--- config.mk ---
export PLATFORM = sky130hd
export DESIGN_NAME = decoder_nxm_seq
export DESIGN_NICKNAME = d
export VERILOG_FILES = /design/src/rtl/decoder_pkg.sv /design/src/rtl/decoder_onehot.sv /design/src/rtl/decoder_nxm_seq.sv
export SDC_FILE = /design/constraint.sdc
export NUM_CORES = 1
export LEC_CHECK = 0
export CAP_MARGIN = 20
export CORE_MARGIN = 4
export CORE_UTILIZATION = 48
export CTS_CLUSTER_SIZE = 28
export DETAILED_ROUTE_END_ITERATION = 10
export PLACE_DENSITY = 0.76
export RECOVER_POWER = 50
export SYNTH_ARGS = -nofsm -noshare
export SYNTH_HDL_FRONTEND = slang
export SYNTH_SLANG_ARGS = --single-unit
--- constraint.sdc ---
create_clock -name clk -period 2.45 [get_ports clk]
set_input_delay 0.3675 -clock clk [delete_from_list [all_inputs] [get_ports clk]]
set_output_delay 0.3675 -clock clk [all_outputs]
set_load 0.02 [all_outputs]
--- src/rtl/decoder_pkg.sv ---
// Shared types and limits for the N-to-M one-hot decoder with sweep mode.
package decoder_pkg;

    localparam int unsigned MAX_IN_W = 8;

    typedef enum logic {
        DEC_IDLE,
        DEC_SWEEP
    } dec_state_e;

    typedef enum logic {
        DEC_MODE_DIRECT,
        DEC_MODE_SWEEP
    } dec_mode_e;

endpackage

--- src/rtl/decoder_onehot.sv ---
// Combinational binary-to-one-hot decode with an in-range flag.
// DECODER_RANGE_CHECK_EN enables the code < NUM_OUT comparator; otherwise in_range is tied high.
module decoder_onehot
    import decoder_pkg::*;
#(
    parameter int unsigned IN_W    = 5,
    parameter int unsigned NUM_OUT = 32
) (
    input  logic [IN_W-1:0]    code,
    output logic [NUM_OUT-1:0] mask,
    output logic               in_range
);

    // Out-of-range codes match no bit, so the mask is naturally all-zero for them.
    always_comb begin
        mask = '0;
        for (int unsigned i = 0; i < NUM_OUT; i++) begin
            mask[i] = (code == IN_W'(i));
        end
    end

`ifdef DECODER_RANGE_CHECK_EN
    assign in_range = (32'(code) < NUM_OUT);
`else
    assign in_range = 1'b1;
`endif

endmodule

--- src/rtl/decoder_nxm_seq.sv ---
// Registered N-to-M one-hot decoder with valid/ready handshakes and an autonomous sweep mode.
// Range reporting is controlled by DECODER_RANGE_CHECK_EN (see decoder_onehot).
module decoder_nxm_seq
    import decoder_pkg::*;
#(
    parameter int unsigned IN_W    = 5,
    parameter int unsigned NUM_OUT = 32
) (
    input  logic               clk,
    input  logic               rst,
    input  logic               mode,
    input  logic               sweep_start,
    output logic               sweep_busy,
    output logic               sweep_done,
    input  logic               in_valid,
    output logic               in_ready,
    input  logic [IN_W-1:0]    data_in,
    output logic               out_valid,
    input  logic               out_ready,
    output logic [NUM_OUT-1:0] data_out,
    output logic [IN_W-1:0]    code_out,
    output logic               range_err
);

    localparam logic [IN_W-1:0] LAST_CODE = IN_W'(NUM_OUT - 1);

    dec_state_e          state_q, state_d;
    logic [IN_W-1:0]     cnt_q, cnt_d;
    logic                done_d;
    logic                load;
    logic                use_cnt;
    logic                free;
    logic [IN_W-1:0]     code_sel;
    logic [NUM_OUT-1:0]  mask;
    logic                in_range;

    assign free     = !out_valid || out_ready;
    assign in_ready = free && (state_q == DEC_IDLE) && (dec_mode_e'(mode) == DEC_MODE_DIRECT);
    assign code_sel = use_cnt ? cnt_q : data_in;

    decoder_onehot #(
        .IN_W    (IN_W),
        .NUM_OUT (NUM_OUT)
    ) u_onehot (
        .code     (code_sel),
        .mask     (mask),
        .in_range (in_range)
    );

    // Next-state, counter and load select.
    always_comb begin
        state_d = state_q;
        cnt_d   = cnt_q;
        load    = 1'b0;
        use_cnt = 1'b0;
        done_d  = 1'b0;
        case (state_q)
            DEC_IDLE: begin
                if (sweep_start && (dec_mode_e'(mode) == DEC_MODE_SWEEP)) begin
                    state_d = DEC_SWEEP;
                    cnt_d   = '0;
                end else if (in_valid && in_ready) begin
                    load = 1'b1;
                end
            end
            DEC_SWEEP: begin
                if (free) begin
                    load    = 1'b1;
                    use_cnt = 1'b1;
                    cnt_d   = cnt_q + IN_W'(1);
                    if (cnt_q == LAST_CODE) begin
                        state_d = DEC_IDLE;
                        cnt_d   = '0;
                        done_d  = 1'b1;
                    end
                end
            end
            default: state_d = DEC_IDLE;
        endcase
    end

    always_ff @(posedge clk) begin
        if (rst) begin
            state_q    <= DEC_IDLE;
            cnt_q      <= '0;
            sweep_busy <= 1'b0;
            sweep_done <= 1'b0;
        end else begin
            state_q    <= state_d;
            cnt_q      <= cnt_d;
            sweep_busy <= (state_d == DEC_SWEEP);
            sweep_done <= done_d;
        end
    end

    // One-entry output slot; a new load takes priority over a retire.
    always_ff @(posedge clk) begin
        if (rst) begin
            out_valid <= 1'b0;
            data_out  <= '0;
            code_out  <= '0;
            range_err <= 1'b0;
        end else if (load) begin
            out_valid <= 1'b1;
            data_out  <= mask;
            code_out  <= code_sel;
            range_err <= !in_range;
        end else if (out_valid && out_ready) begin
            out_valid <= 1'b0;
        end
    end

endmodule

# [Yosys cells after proc, flatten, opt, wreduce, memory -nomap -nowiden]
# Index checks and enable logic that the tools add are counted.
[totals] wordCells=72 output_inout_bits=42 regBits=45
[classes] eq_ne=34 reduce_logical=11 muxes=17 add_sub_neg=1 bitwise_logic=3
[op_table] op="== test 5 bit (second input constant)" n=17
[op_table] op="== test 5 x 4 -> 1 bit (second input constant)" n=8
[op_table] op="== test 5 x 3 -> 1 bit (second input constant)" n=4
[op_table] op="2-to-1 mux 5 bit" n=4
[op_table] op="== test 5 x 2 -> 1 bit (second input constant)" n=2
[op_table] op="2-to-1 mux 1 bit" n=10
[op_table] op="case mux 5 bit (2 select lines)" n=1
[op_table] op="adder 5 x 1 -> 5 bit (second input constant)" n=1
[op_table] op="== test 5 x 1 -> 1 bit (second input constant)" n=1
[op_table] op="logical AND 1 bit" n=5
[op_table] op="zero test 5 bit" n=1
[op_table] op="!= test 2 x 1 -> 1 bit (second input constant)" n=2
[op_table] op="case mux 1 bit (2 select lines)" n=2
[op_table] op="NOT 1 bit" n=3
[op_table] op="OR reduction 3 bit" n=1
[op_table] op="AND reduction 2 bit" n=1
[op_table] op="nonzero test 2 bit" n=1
[op_table] op="zero test 1 bit" n=1
[op_table] op="logical OR 1 bit" n=1

# [Longest topological paths before layout]
# Gate-level depths: netlist of run 1.
[depth] word_depth=9 depth_mapped=7

# [Modules after synthesis]
# Synthesis of run 1 repeated with hierarchy kept, for this count alone.
[hier_totals] hier_cells=264 hier_area_um2=1988.2
[modules_own_cells] mod="decoder_nxm_seq" cells_per_inst=215 seq_area_each_um2=920.9 area_each_um2=1755.4 instances=1
[modules_own_cells] mod="decoder_onehot" cells_per_inst=49 seq_area_each_um2=0.0 area_each_um2=232.7 instances=1

# [Least setup slack after synthesis of run 1]
# No wires, ideal clock.
[synth_path] path_kind="register to register" startpoint="register cnt_q[0]" endpoint="register cnt_q[2]" path_buffers=0 period_less_slack_ns=1.690 t_arrival_ns=1.619 setup_slack_ns=0.760 path_stages_with_launch=7 path_cell_list="dfxtp_1 -> ha_1 -> and3_1 -> ha_1 -> nand2b_1 -> or4b_1 -> a21oi_1"
[synth_via] elab_chain_cells=4
[synth_lines] item="from (decl)" line_no="decoder_nxm_seq.sv:28" rtl="logic [IN_W-1:0] cnt_q, cnt_d;"
[synth_lines] item="from (signal assigned)" line_no="decoder_nxm_seq.sv:90" rtl="cnt_q <= cnt_d;"
[synth_lines] item="adder 5 x 1 -> 5 bit / == test 5 bit (equally long branches)" line_no="decoder_nxm_seq.sv:70, decoder_nxm_seq.sv:71"
[synth_lines] item="2-to-1 mux 5 bit *" line_no="decoder_nxm_seq.sv:71" rtl="if (cnt_q == LAST_CODE) begin"
[synth_lines] item="2-to-1 mux 5 bit *" line_no="decoder_nxm_seq.sv:67" rtl="if (free) begin"
[synth_lines] item="case mux 5 bit (2 select lines) *" line_no="decoder_nxm_seq.sv:57" rtl="case (state_q)"
# Mark *: on every way between the ends. The rest lies on a longest branch, timed or not. The select of a mux whose other input is x is not followed.
# A chain may end at the register's enable or synchronous reset.

# [Worst setup path in the final report of run 1]
[layout_path] startpoint="input port out_ready" endpoint="register data_out[22]"
[layout_via] elab_chain_cells=7
[layout_lines] item="from (decl)" line_no="decoder_nxm_seq.sv:19" rtl="input logic out_ready,"
[layout_lines] item="logical OR 1 bit *" line_no="decoder_nxm_seq.sv:37" rtl="assign free = !out_valid || out_ready;"
[layout_lines] item="logical AND 1 bit (2 in a row)" line_no="decoder_nxm_seq.sv:38" rtl="assign in_ready = free && (state_q == DEC_IDLE) && (dec_mode_e'(mode) == DEC_MODE_DIRECT);"
[layout_lines] item="logical AND 1 bit" line_no="decoder_nxm_seq.sv:62" rtl="end else if (in_valid && in_ready) begin"
[layout_lines] item="2-to-1 mux 1 bit" line_no="decoder_nxm_seq.sv:62"
[layout_lines] item="2-to-1 mux 1 bit" line_no="decoder_nxm_seq.sv:59" rtl="if (sweep_start && (dec_mode_e'(mode) == DEC_MODE_SWEEP)) begin"
[layout_lines] item="case mux 1 bit (2 select lines)" line_no="decoder_nxm_seq.sv:57"
[layout_lines] item="to (signal assigned)" line_no="decoder_nxm_seq.sv:105" rtl="data_out <= mask;"
[layout_lines] item="to (decl)" line_no="decoder_nxm_seq.sv:20" rtl="output logic [NUM_OUT-1:0] data_out,"
# Mark *: on every way between the ends. The rest lies on a longest branch, timed or not.

==> results.txt, run 1 <==
status - finished, final reports clean
cts bufs inserted - 5
Setup-failing EPs final - 0
Crit Path Category - input port to flip-flop
Hold WC Path Type - flip-flop to flip-flop
drt first pass iters - 4
root buffer cell - clkbuf_8
clock sink count - 45
number of port buffers - 51
total grt overflow - 0
routability cong. - 0.889
slew margin rel. - 0.464
worst skew pair latency - 0.30 ns
Final #Nets - 270
number of core rows - 23
f_max - 478 MHz
Post-synth EDFFs - 0
Die X - 73.3 um
Yosys top cell area share - 0.440
Filler Cells Inserted - 342
post-synth top area cell - dfxtp_1
measured slew at the worst slew-check pin - 0.804 ns
Post-CTS Setup Inserts - 0
largest net degree at the start of global routing - 33
crit path launch - out_ready
crit end category - flip-flop
initial antenna violation count - 0
drt total wl - 4960 um
syn nets - 221
CTS tree - built
die area - 5380 sq um
Worst Setup Start Kind - input port
Clock transition at path regs - 0.08 ns
global-route wire length before repair - 8120 um
clk_skew - 0.00627 ns
Synth Instances - 208
most used flip-flop cell after synthesis - dfxtp_1
routed wire length per instance - 16.1 um
share of post-route cells with drive strength above 1 - 0.0853
r2r startpoint - out_valid
Initial Util - 0.505
Seq cells post-synth - 45
Final Hold Viols - 0
Power Dens Cells - 538 nW/um^2
vias per cell - 5.82
DRC - 0
warning count from the yosys run - 0
top post-synthesis cells by area - dfxtp_1, a22o_1, nor2_1, a21oi_1, buf_4
core region area - 4060 sq um
final core area utilization - 0.655
unrepaired setup endpoints after global routing - false
Syn Area/Cell - 9.85 sq um
Max-Cap Viols - 0
WP data arrival - 2.33 ns
final worst path period share - 0.854
worst hold start - data_out[12]
vias in the first global route - 1613
io pins - 53
FFs w/ async S/R, synth - 0
DP HPWL - 3660 um
worst-path fanout max - 15
All-Layer GR Usage - 0.192
initial DRC count - 107
leak pwr - 1.08 nW
worst path required time - 2.69 ns
fin crit period - 2.09 ns
synth-to-layout area growth - 29.7%
ANT nets after route - 0
Post-CTS Resized - 0
max-slew violations - 0
CTS Buffer Depth - 2
die height - 73.3 um
n_diodes - 0
hold_buf cts - 0
H-tree levels - 2
register area share after synthesis - 0.440
vias - 1794
setup_tns - 0 ns
maximum VDD drop - 0.320 mV
Unique masters post-synth - 48
synthesized area - 2050 sq um
power breakdown:
group          internal [mW]  total [mW]  switching (mW)
Combinational         0.0934       0.226           0.133
Clock                  0.198       0.440           0.242
Sequential             0.748       0.763          0.0151
Total                   1.04        1.43           0.390
synthesized netlist by cell type, types with 5 or more instances:
master,count
o211ai_1,6
a21oi_1,9
nor2_1,13
nand4b_1,5
a22o_1,28
nand2b_1,6
dfxtp_1,45
buf_2,5
nand2_1,8
o21ai_0,6
buf_4,6
area by class of cell:
type / instances / area (sq um) / share of cell area
Clock buffer: 6 / 72.6 / 0.0273
Clock inverter: 2 / 10.0 / 0.00377
Inverter: 3 / 11.3 / 0.00424
Multi-Input combinational cell: 143 / 1030 / 0.387
Sequential cell: 45 / 901 / 0.339
Tap cell: 50 / 62.6 / 0.0236
Timing Repair Buffer: 59 / 571 / 0.215
metal layers:
metal / GRT usage / wire (um) / up-vias
met5: 0 / 0 / -
met4: 0.0563 / 51 / 0
li1: - / - / 890
met1: 0.282 / 2270 / 840
met3: 0.0369 / 315 / 7
met2: 0.287 / 2320 / 57
per-stage QoR:
stage	power (mW)	hold WS, ns	instances	setup slack [ns]	instance area [sq um]
floorplan	0.929	0.440	208	0.760	2050
global placement	1.01	0.452	299	0.0736	2570
detailed placement	1.01	0.452	299	0.0281	2570
CTS	1.45	0.472	307	0.304	2650
global route	1.50	0.484	308	0.264	2660
finish	1.43	0.462	308	0.357	2660
cell usage in the layout (no fill, tap or decap), types with 3 or more instances in the layout:
master / netlist / routed
o21ai_1: 4 / 4
o2bb2ai_1: 4 / 4
nand4_1: 3 / 3
a21oi_1: 9 / 9
clkbuf_8: 0 / 5
nand4b_1: 5 / 5
a22o_1: 28 / 28
o211ai_1: 6 / 6
nor3_1: 3 / 3
mux2i_1: 4 / 4
nor2b_1: 4 / 4
a211oi_1: 4 / 4
clkdlybuf4s50_1: 0 / 12
buf_4: 6 / 5
nand2_1: 8 / 8
dlygate4sd3_1: 0 / 39
o21ai_0: 6 / 6
o21a_1: 3 / 3
nand2b_1: 6 / 6
clkbuf_1: 4 / 3
nor2_1: 13 / 13
dfxtp_1: 45 / 45
cells by family (layout without fill, tap and decap cells):
| family | Yosys count | in the layout | synth area share |
|---|---|---|---|
| adder cells (fa/ha/maj) | 2 | 2 | 0.0122 |
| AND/OR/NAND/NOR | 57 | 57 | 0.170 |
| multiplexers | 6 | 6 | 0.0318 |
| buffers and inverters | 20 | 70 | 0.0580 |
| other | 1 | 1 | 0.00183 |
| flip-flops | 45 | 45 | 0.440 |
| AO/OA/AOI/OAI | 77 | 77 | 0.286 |
worst max-delay path, stage by stage:
cell and delay, ns:
clkdlybuf4s50_1 0.41, nor2b_1 0.15, clkbuf_1 0.63, o211ai_1 0.15, a21oi_1 0.42, a22o_1 0.20
path summary, 6_finish.rpt:
kind	endpoint	slack, ns	cells past startpoint
setup / recovery	data_out[22]	0.36	6
hold / removal	data_out[12]	0.46	1
setup reg to reg	data_out[22]	0.46	5
hold reg to reg	data_out[12]	0.46	1
state kept, by name (all words and copies together), names as in the netlist:
name	cells
cnt_q	5
code_out	5
data_out	32
out_valid	1
state_q	1
sweep_done	1
Note: power is estimated with default switching activity, not from simulation.
==> run 2, diff against run 1 <==
--- a/config.mk
+++ b/config.mk
@@ -5,12 +5,13 @@
 export SDC_FILE = /design/constraint.sdc
 export NUM_CORES = 1
 export LEC_CHECK = 0
+export ABC_AREA = 1
 export CAP_MARGIN = 20
 export CORE_MARGIN = 4
-export CORE_UTILIZATION = 48
+export CORE_UTILIZATION = 47
 export CTS_CLUSTER_SIZE = 28
 export DETAILED_ROUTE_END_ITERATION = 10
-export PLACE_DENSITY = 0.76
+export PLACE_DENSITY = 0.75
 export RECOVER_POWER = 50
 export SYNTH_ARGS = -nofsm -noshare
 export SYNTH_HDL_FRONTEND = slang
==> results.txt, run 2 <==
status - finished, final reports clean (unchanged)
synth-to-layout area growth - 31.2% (was 29.7%)
register area share after synthesis - 0.470 (was 0.440)
All-Layer GR Usage - 0.180 (was 0.192)
Hold WC Path Type - flip-flop to flip-flop (unchanged)
leak pwr - 1.04 nW (was 1.08 nW)
Power Dens Cells - 580 nW/um^2 (was 538 nW/um^2)
worst path required time - 2.08 ns (was 2.69 ns)
Die X - 71.8 um (was 73.3 um)
R2R setup slack - 0.47 ns (was 0.46 ns)
slowest cell delay on critical path - 0.63 ns (about the same)
Filler Cells Inserted - 381 (was 342)
setup_tns - 0 ns (unchanged)
Top Registers - data_out (32), cnt_q (5), code_out (5) (unchanged)
CP most frequent cell - clkdlybuf4s50_1
internal power - 1.05 mW (was 1.04 mW)
worst skew pair latency - 0.29 ns (was 0.30 ns)
die area - 5160 sq um (was 5380 sq um)
Crit Path Category - input port to output port (was input port to flip-flop)
Unique masters post-synth - 24 (was 48)
routability cong. - 0.801 (was 0.889)
CTS Buffer Depth - 2 (unchanged)
Clk network pwr share - 0.324 (was 0.308)
syn nets - 282 (was 221)
most used flip-flop cell after synthesis - dfxtp_1 (unchanged)
Synth Instances - 269 (was 208)
f_max - 469 MHz (was 478 MHz)
DRC - 0 (unchanged)
most frequent cells in the layout - nand2_1, dfxtp_1, a21oi_1 (was dfxtp_1, dlygate4sd3_1, a22o_1)
max-slew violations - 0 (unchanged)
r2r startpoint - state_q (was out_valid)
Post-CTS Resized - 0 (unchanged)
die height - 71.8 um (was 73.3 um)
Initial Util - 0.504 (was 0.505)
clk_skew - 0.00727 ns (was 0.00627 ns)
most common cell after layout, fill and taps aside - nand2_1 (was dfxtp_1)
worst path bufs/invs - 4 (was 2)
maximum VDD drop - 0.351 mV (was 0.320 mV)
final core area utilization - 0.662 (was 0.655)
initial antenna violation count - 0 (unchanged)
final hold slack - 0.462 ns (about the same)
Syn Area/Cell - 7.12 sq um (was 9.85 sq um)
clock sink count - 45 (unchanged)
WHS Path Cells - 2 (was 1)
Placed Cells - 356 (was 299)
Post-synth top cells - nand2_1, dfxtp_1, a21oi_1 (was dfxtp_1, a22o_1, nor2_1)
Post-synth EDFFs - 0 (unchanged)
Clock transition at path regs - 0.09 ns (was 0.08 ns)
Seq cells post-synth - 45 (unchanged)
vias - 1779 (was 1794)
DP HPWL - 3140 um (was 3660 um)
Reg2Reg Capture Point - data_out[31] (was data_out[22])
root buffer cell - clkbuf_8 (unchanged)
core region area - 3800 sq um (was 4060 sq um)
Worst Setup Start Kind - input port (unchanged)
ANT nets after route - 0 (unchanged)
Yosys top cell area share - 0.470 (was 0.440)
FFs w/ async S/R, synth - 0 (unchanged)
CTS tree - built (unchanged)
crit-path cells - clkdlybuf4s50_1 > inv_2 > nand2_2 > inv_1 > nor3_1 > clkdlybuf4s50_1 (was clkdlybuf4s50_1 > nor2b_1 > clkbuf_1 > o211ai_1 > a21oi_1 > a22o_1)
total grt overflow - 0 (unchanged)
most common cell in the netlist - nand2_1 (was dfxtp_1)
unrepaired setup endpoints after global routing - false (unchanged)
worst reg2reg path depth - 6 (was 5)
initial DRC count - 119 (was 107)
Max-Cap Viols - 0 (unchanged)
routed wire length per instance - 12.0 um (was 16.1 um)
worst hold start - data_out[20] (was data_out[12])
cts bufs inserted - 5 (unchanged)
vias in the first global route - 1658 (was 1613)
worst-path fanout max - 5 (was 15)
CP top delay family - buffers and inverters (unchanged)
io pins - 53 (unchanged)
share of post-route cells with drive strength above 1 - 0.0601 (was 0.0853)
sequential share of power - 0.523 (was 0.534)
P_sw - 0.403 mW (was 0.390 mW)
warning count from the yosys run - 0 (unchanged)
fin cells - 364 (was 308)
final worst path period share - 0.870 (was 0.854)
vias per cell - 4.89 (was 5.82)
Post-CTS Setup Inserts - 0 (unchanged)
post-route worst setup slack - 0.319 ns (was 0.357 ns)
H-tree levels - 2 (unchanged)
hold_buf cts - 0 (unchanged)
pre-CTS setup slack - 0.318 ns (was 0.0281 ns)
switching part of the total - 0.277 (was 0.273)
largest register by flop count - data_out (unchanged)
number of core rows - 22 (was 23)
post-synth top area cell - dfxtp_1 (unchanged)
crit end category - output port (was flip-flop)
drt total wl - 4350 um (was 4960 um)
Final Hold Viols - 0 (unchanged)
WP data arrival - 1.76 ns (was 2.33 ns)
largest net degree at the start of global routing - 34 (was 33)
synthesized area - 1920 sq um (was 2050 sq um)
critical path's slowest cell - clkdlybuf4s50_1 (was clkbuf_1)
number of port buffers - 51 (unchanged)
Hold EP - data_out[20] (was data_out[12])
Largest register FFs - 32 (unchanged)
top post-synthesis cells by area - dfxtp_1, nand2_1, a21oi_1, nor2_1, nand3_1 (was dfxtp_1, a22o_1, nor2_1, a21oi_1, buf_4)
combinational power share - 0.153 (was 0.158)
drt first pass iters - 4 (unchanged)
Final #Nets - 328 (was 270)
global-route wire length before repair - 7500 um (was 8120 um)
Setup-failing EPs final - 0 (unchanged)
fin crit period - 2.13 ns (was 2.09 ns)
n_diodes - 0 (unchanged)
run 2: layer usage:
layer | track usage | up-vias | wire (um) | share of wire
met2 | 0.269 | 56 | 1860 | 0.43
li1 | - | 946 | - | -
met3 | 0.0435 | 4 | 248 | 0.057
met4 | 0.0605 | 0 | 40 | 0.0092
met1 | 0.253 | 773 | 2210 | 0.51
met5 | 0 | - | 0 | 0
run 2: cell families (layout without fill, tap and decap cells):
kind of cell | after synthesis | count (layout) | share of synthesized area
xor+xnor | 1 | 1 | 0.00457
flops | 45 | 45 | 0.470
buf+inv | 32 | 79 | 0.0816
simple gates | 137 | 137 | 0.291
other cells | 1 | 1 | 0.00196
compound gates | 51 | 51 | 0.137
fa+ha+maj | 2 | 2 | 0.0131
run 2: worst reg2reg max path: stages (launching register included):
cell     delay (ns)
dfxtp_1        0.61
nand2_1        0.40
nand2_2        0.29
inv_2          0.08
nor2_4         0.30
nand2_1        0.12
a21oi_1        0.12
run 2: worst max path at each step:
stage	end	slack (ns)	start	cells after the start
after detailed placement	in_ready	0.32	out_ready	6
after global placement	in_ready	0.32	out_ready	6
after global routing	data_out[31]	0.16	state_q	6
final	in_ready	0.32	out_ready	6
after CTS	in_ready	0.30	out_ready	6
after floorplan	in_ready	0.90	out_valid	4
run 2: layout make-up:
class / instances / area [sq um] / area share
Tap cell: 48 / 60.1 / 0.0239
Clock buffer: 6 / 82.6 / 0.0329
Multi-Input combinational cell: 192 / 856 / 0.340
Sequential cell: 45 / 901 / 0.358
Inverter: 16 / 60.1 / 0.0239
Timing Repair Buffer: 55 / 541 / 0.215
Clock inverter: 2 / 13.8 / 0.00548
run 2: metrics by stage:
step	cell area (sq um)	total power, mW
6_report	2510	1.46
5_1_grt	2510	1.53
4_1_cts	2520	1.48
3_5_place_dp	2420	1.01
3_3_place_gp	2420	1.01
2_1_floorplan	1920	0.933
run 2: power groups by stage:
stage               Combinational, mW  Sequential [mW]  Clock, mW
floorplan                       0.136            0.796          0
global placement                0.226            0.780          0
detailed placement              0.227            0.779          0
CTS                             0.228            0.763      0.490
global route                    0.246            0.766      0.515
finish                          0.222            0.762      0.472
==> run 3, diff against run 2 <==
--- a/config.mk
+++ b/config.mk
@@ -9,6 +9,7 @@
 export CAP_MARGIN = 20
 export CORE_MARGIN = 4
 export CORE_UTILIZATION = 47
+export CTS_BUF_LIST = sky130_fd_sc_hd__clkbuf_8 sky130_fd_sc_hd__clkbuf_16
 export CTS_CLUSTER_SIZE = 28
 export DETAILED_ROUTE_END_ITERATION = 10
 export PLACE_DENSITY = 0.75
==> constraint.sdc (replaced) <==
create_clock -name clk -period 2.45 [get_ports clk]
set_input_delay 0.735 -clock clk [delete_from_list [all_inputs] [get_ports clk]]
set_output_delay 0.735 -clock clk [all_outputs]
set_load 0.02 [all_outputs]
==> results.txt, run 3 (synthesis results as in run 2) <==
status - finished, final reports clean (unchanged)
initial antenna violation count - 0 (unchanged)
clock sink count - 45 (unchanged)
H-tree levels - 2 (unchanged)
final worst path period share - 0.973 (was 0.870)
global-route wire length before repair - 7560 um (was 7500 um)
most common cell after layout, fill and taps aside - nand2_1 (unchanged)
Die X - 71.8 um (unchanged)
vias per cell - 4.84 (was 4.89)
drt first pass iters - 4 (unchanged)
io pins - 53 (unchanged)
largest net degree at the start of global routing - 32 (was 34)
Power Dens Cells - 566 nW/um^2 (was 580 nW/um^2)
Final #Nets - 340 (was 328)
max-slew violations - 0 (unchanged)
leak pwr - 1.10 nW (was 1.04 nW)
Final Hold Viols - 0 (unchanged)
final core area utilization - 0.685 (was 0.662)
routability cong. - 0.795 (was 0.801)
cts bufs inserted - 5 (unchanged)
maximum VDD drop - 0.350 mV (was 0.351 mV)
Worst Setup Start Kind - input port (unchanged)
Top Registers - data_out (32), cnt_q (5), code_out (5) (unchanged)
number of port buffers - 51 (unchanged)
total grt overflow - 0 (unchanged)
core region area - 3800 sq um (unchanged)
clk_skew - 0.00659 ns (was 0.00727 ns)
fin crit period - 2.38 ns (was 2.13 ns)
R2R setup slack - 0.81 ns (was 0.47 ns)
CTS Buffer Depth - 2 (unchanged)
die area - 5160 sq um (unchanged)
Largest register FFs - 32 (unchanged)
Post-CTS Setup Inserts - 0 (unchanged)
CTS tree - built (unchanged)
setup_tns - 0 ns (unchanged)
All-Layer GR Usage - 0.183 (was 0.180)
WP data arrival - 1.65 ns (was 1.76 ns)
Hold EP - data_out[1] (was data_out[20])
fin cells - 376 (was 364)
Crit Path Category - input port to output port (unchanged)
worst hold start - data_out[1] (was data_out[20])
routed wire length per instance - 11.8 um (was 12.0 um)
Reg2Reg Capture Point - data_out[29] (was data_out[31])
largest register by flop count - data_out (unchanged)
worst reg2reg path depth - 9 (was 6)
ANT nets after route - 0 (unchanged)
Setup-failing EPs final - 0 (unchanged)
DRC - 0 (unchanged)
worst-path fanout max - 2 (was 5)
Hold WC Path Type - flip-flop to flip-flop (unchanged)
initial DRC count - 137 (was 119)
most frequent cells in the layout - nand2_1, dfxtp_1, a21oi_1 (unchanged)
unrepaired setup endpoints after global routing - false (unchanged)
Placed Cells - 368 (was 356)
crit end category - output port (unchanged)
vias in the first global route - 1707 (was 1658)
DP HPWL - 3280 um (was 3140 um)
worst skew pair latency - 0.29 ns (about the same)
vias - 1819 (was 1779)
Initial Util - 0.504 (unchanged)
synth-to-layout area growth - 35.8% (was 31.2%)
share of post-route cells with drive strength above 1 - 0.0945 (was 0.0601)
drt total wl - 4460 um (was 4350 um)
f_max - 419 MHz (was 469 MHz)
root buffer cell - clkbuf_8 (unchanged)
WHS Path Cells - 2 (unchanged)
worst path required time - 1.71 ns (was 2.08 ns)
number of core rows - 22 (unchanged)
r2r startpoint - out_valid (was state_q)
Clock transition at path regs - 0.08 ns (was 0.09 ns)
Max-Cap Viols - 0 (unchanged)
n_diodes - 0 (unchanged)
die height - 71.8 um (unchanged)
## run 3: worst max path at each step
stage               from       end  cells past startpoint
6_report       out_ready  in_ready                      6
5_1_grt        out_ready  in_ready                      6
4_1_cts        out_ready  in_ready                      6
3_5_place_dp   out_ready  in_ready                      6
3_3_place_gp   out_ready  in_ready                      6
2_1_floorplan  out_ready  in_ready                      5
## run 3: timing repair
action / in CTS / in global routing
hold buffers: 0 / 0
gates resized for setup: 5 / 0
endpoints found under the setup margin: 1 / 0
## run 3: per-layer routing
layer	global-route usage	wire length, um	vias up
li1	-	-	967
met1	0.251	2220	794
met3	0.0477	219	9
met5	0	0	-
met4	0.0772	85	0
met2	0.271	1930	49
## run 3: area by class of cell
cell class	count	area, sq um
fillers	375	1200
flip-flops and latches	45	901
multi-input cells	192	856
repair buffers	67	634
clock buffers	5	68.8
inverters	16	60.1
well taps	48	60.1
clock inverters	3	21.3
## run 3: metrics by stage
stage | cell area, sq um | worst slack, ns | hold WS [ns] | total power [mW]
CTS | 2610 | 0.0501 | 0.468 | 1.49
detailed placement | 2520 | -0.386 | 0.456 | 1.04
global placement | 2520 | -0.362 | 0.454 | 1.04
floorplan | 1920 | 0.187 | 0.458 | 0.933
global route | 2600 | 0.00339 | 0.487 | 1.54
finish | 2600 | 0.0651 | 0.462 | 1.47
## run 3: critical path, stage by stage
cell,delay (ns)
clkdlybuf4s50_1,0.47
inv_2,0.04
nand2_2,0.05
inv_1,0.04
nor3_1,0.12
buf_2,0.19
## run 3: where the power goes
part / internal, mW / switching, mW
Clock: 0.202 / 0.258
Combinational: 0.0976 / 0.156
Sequential: 0.749 / 0.0102
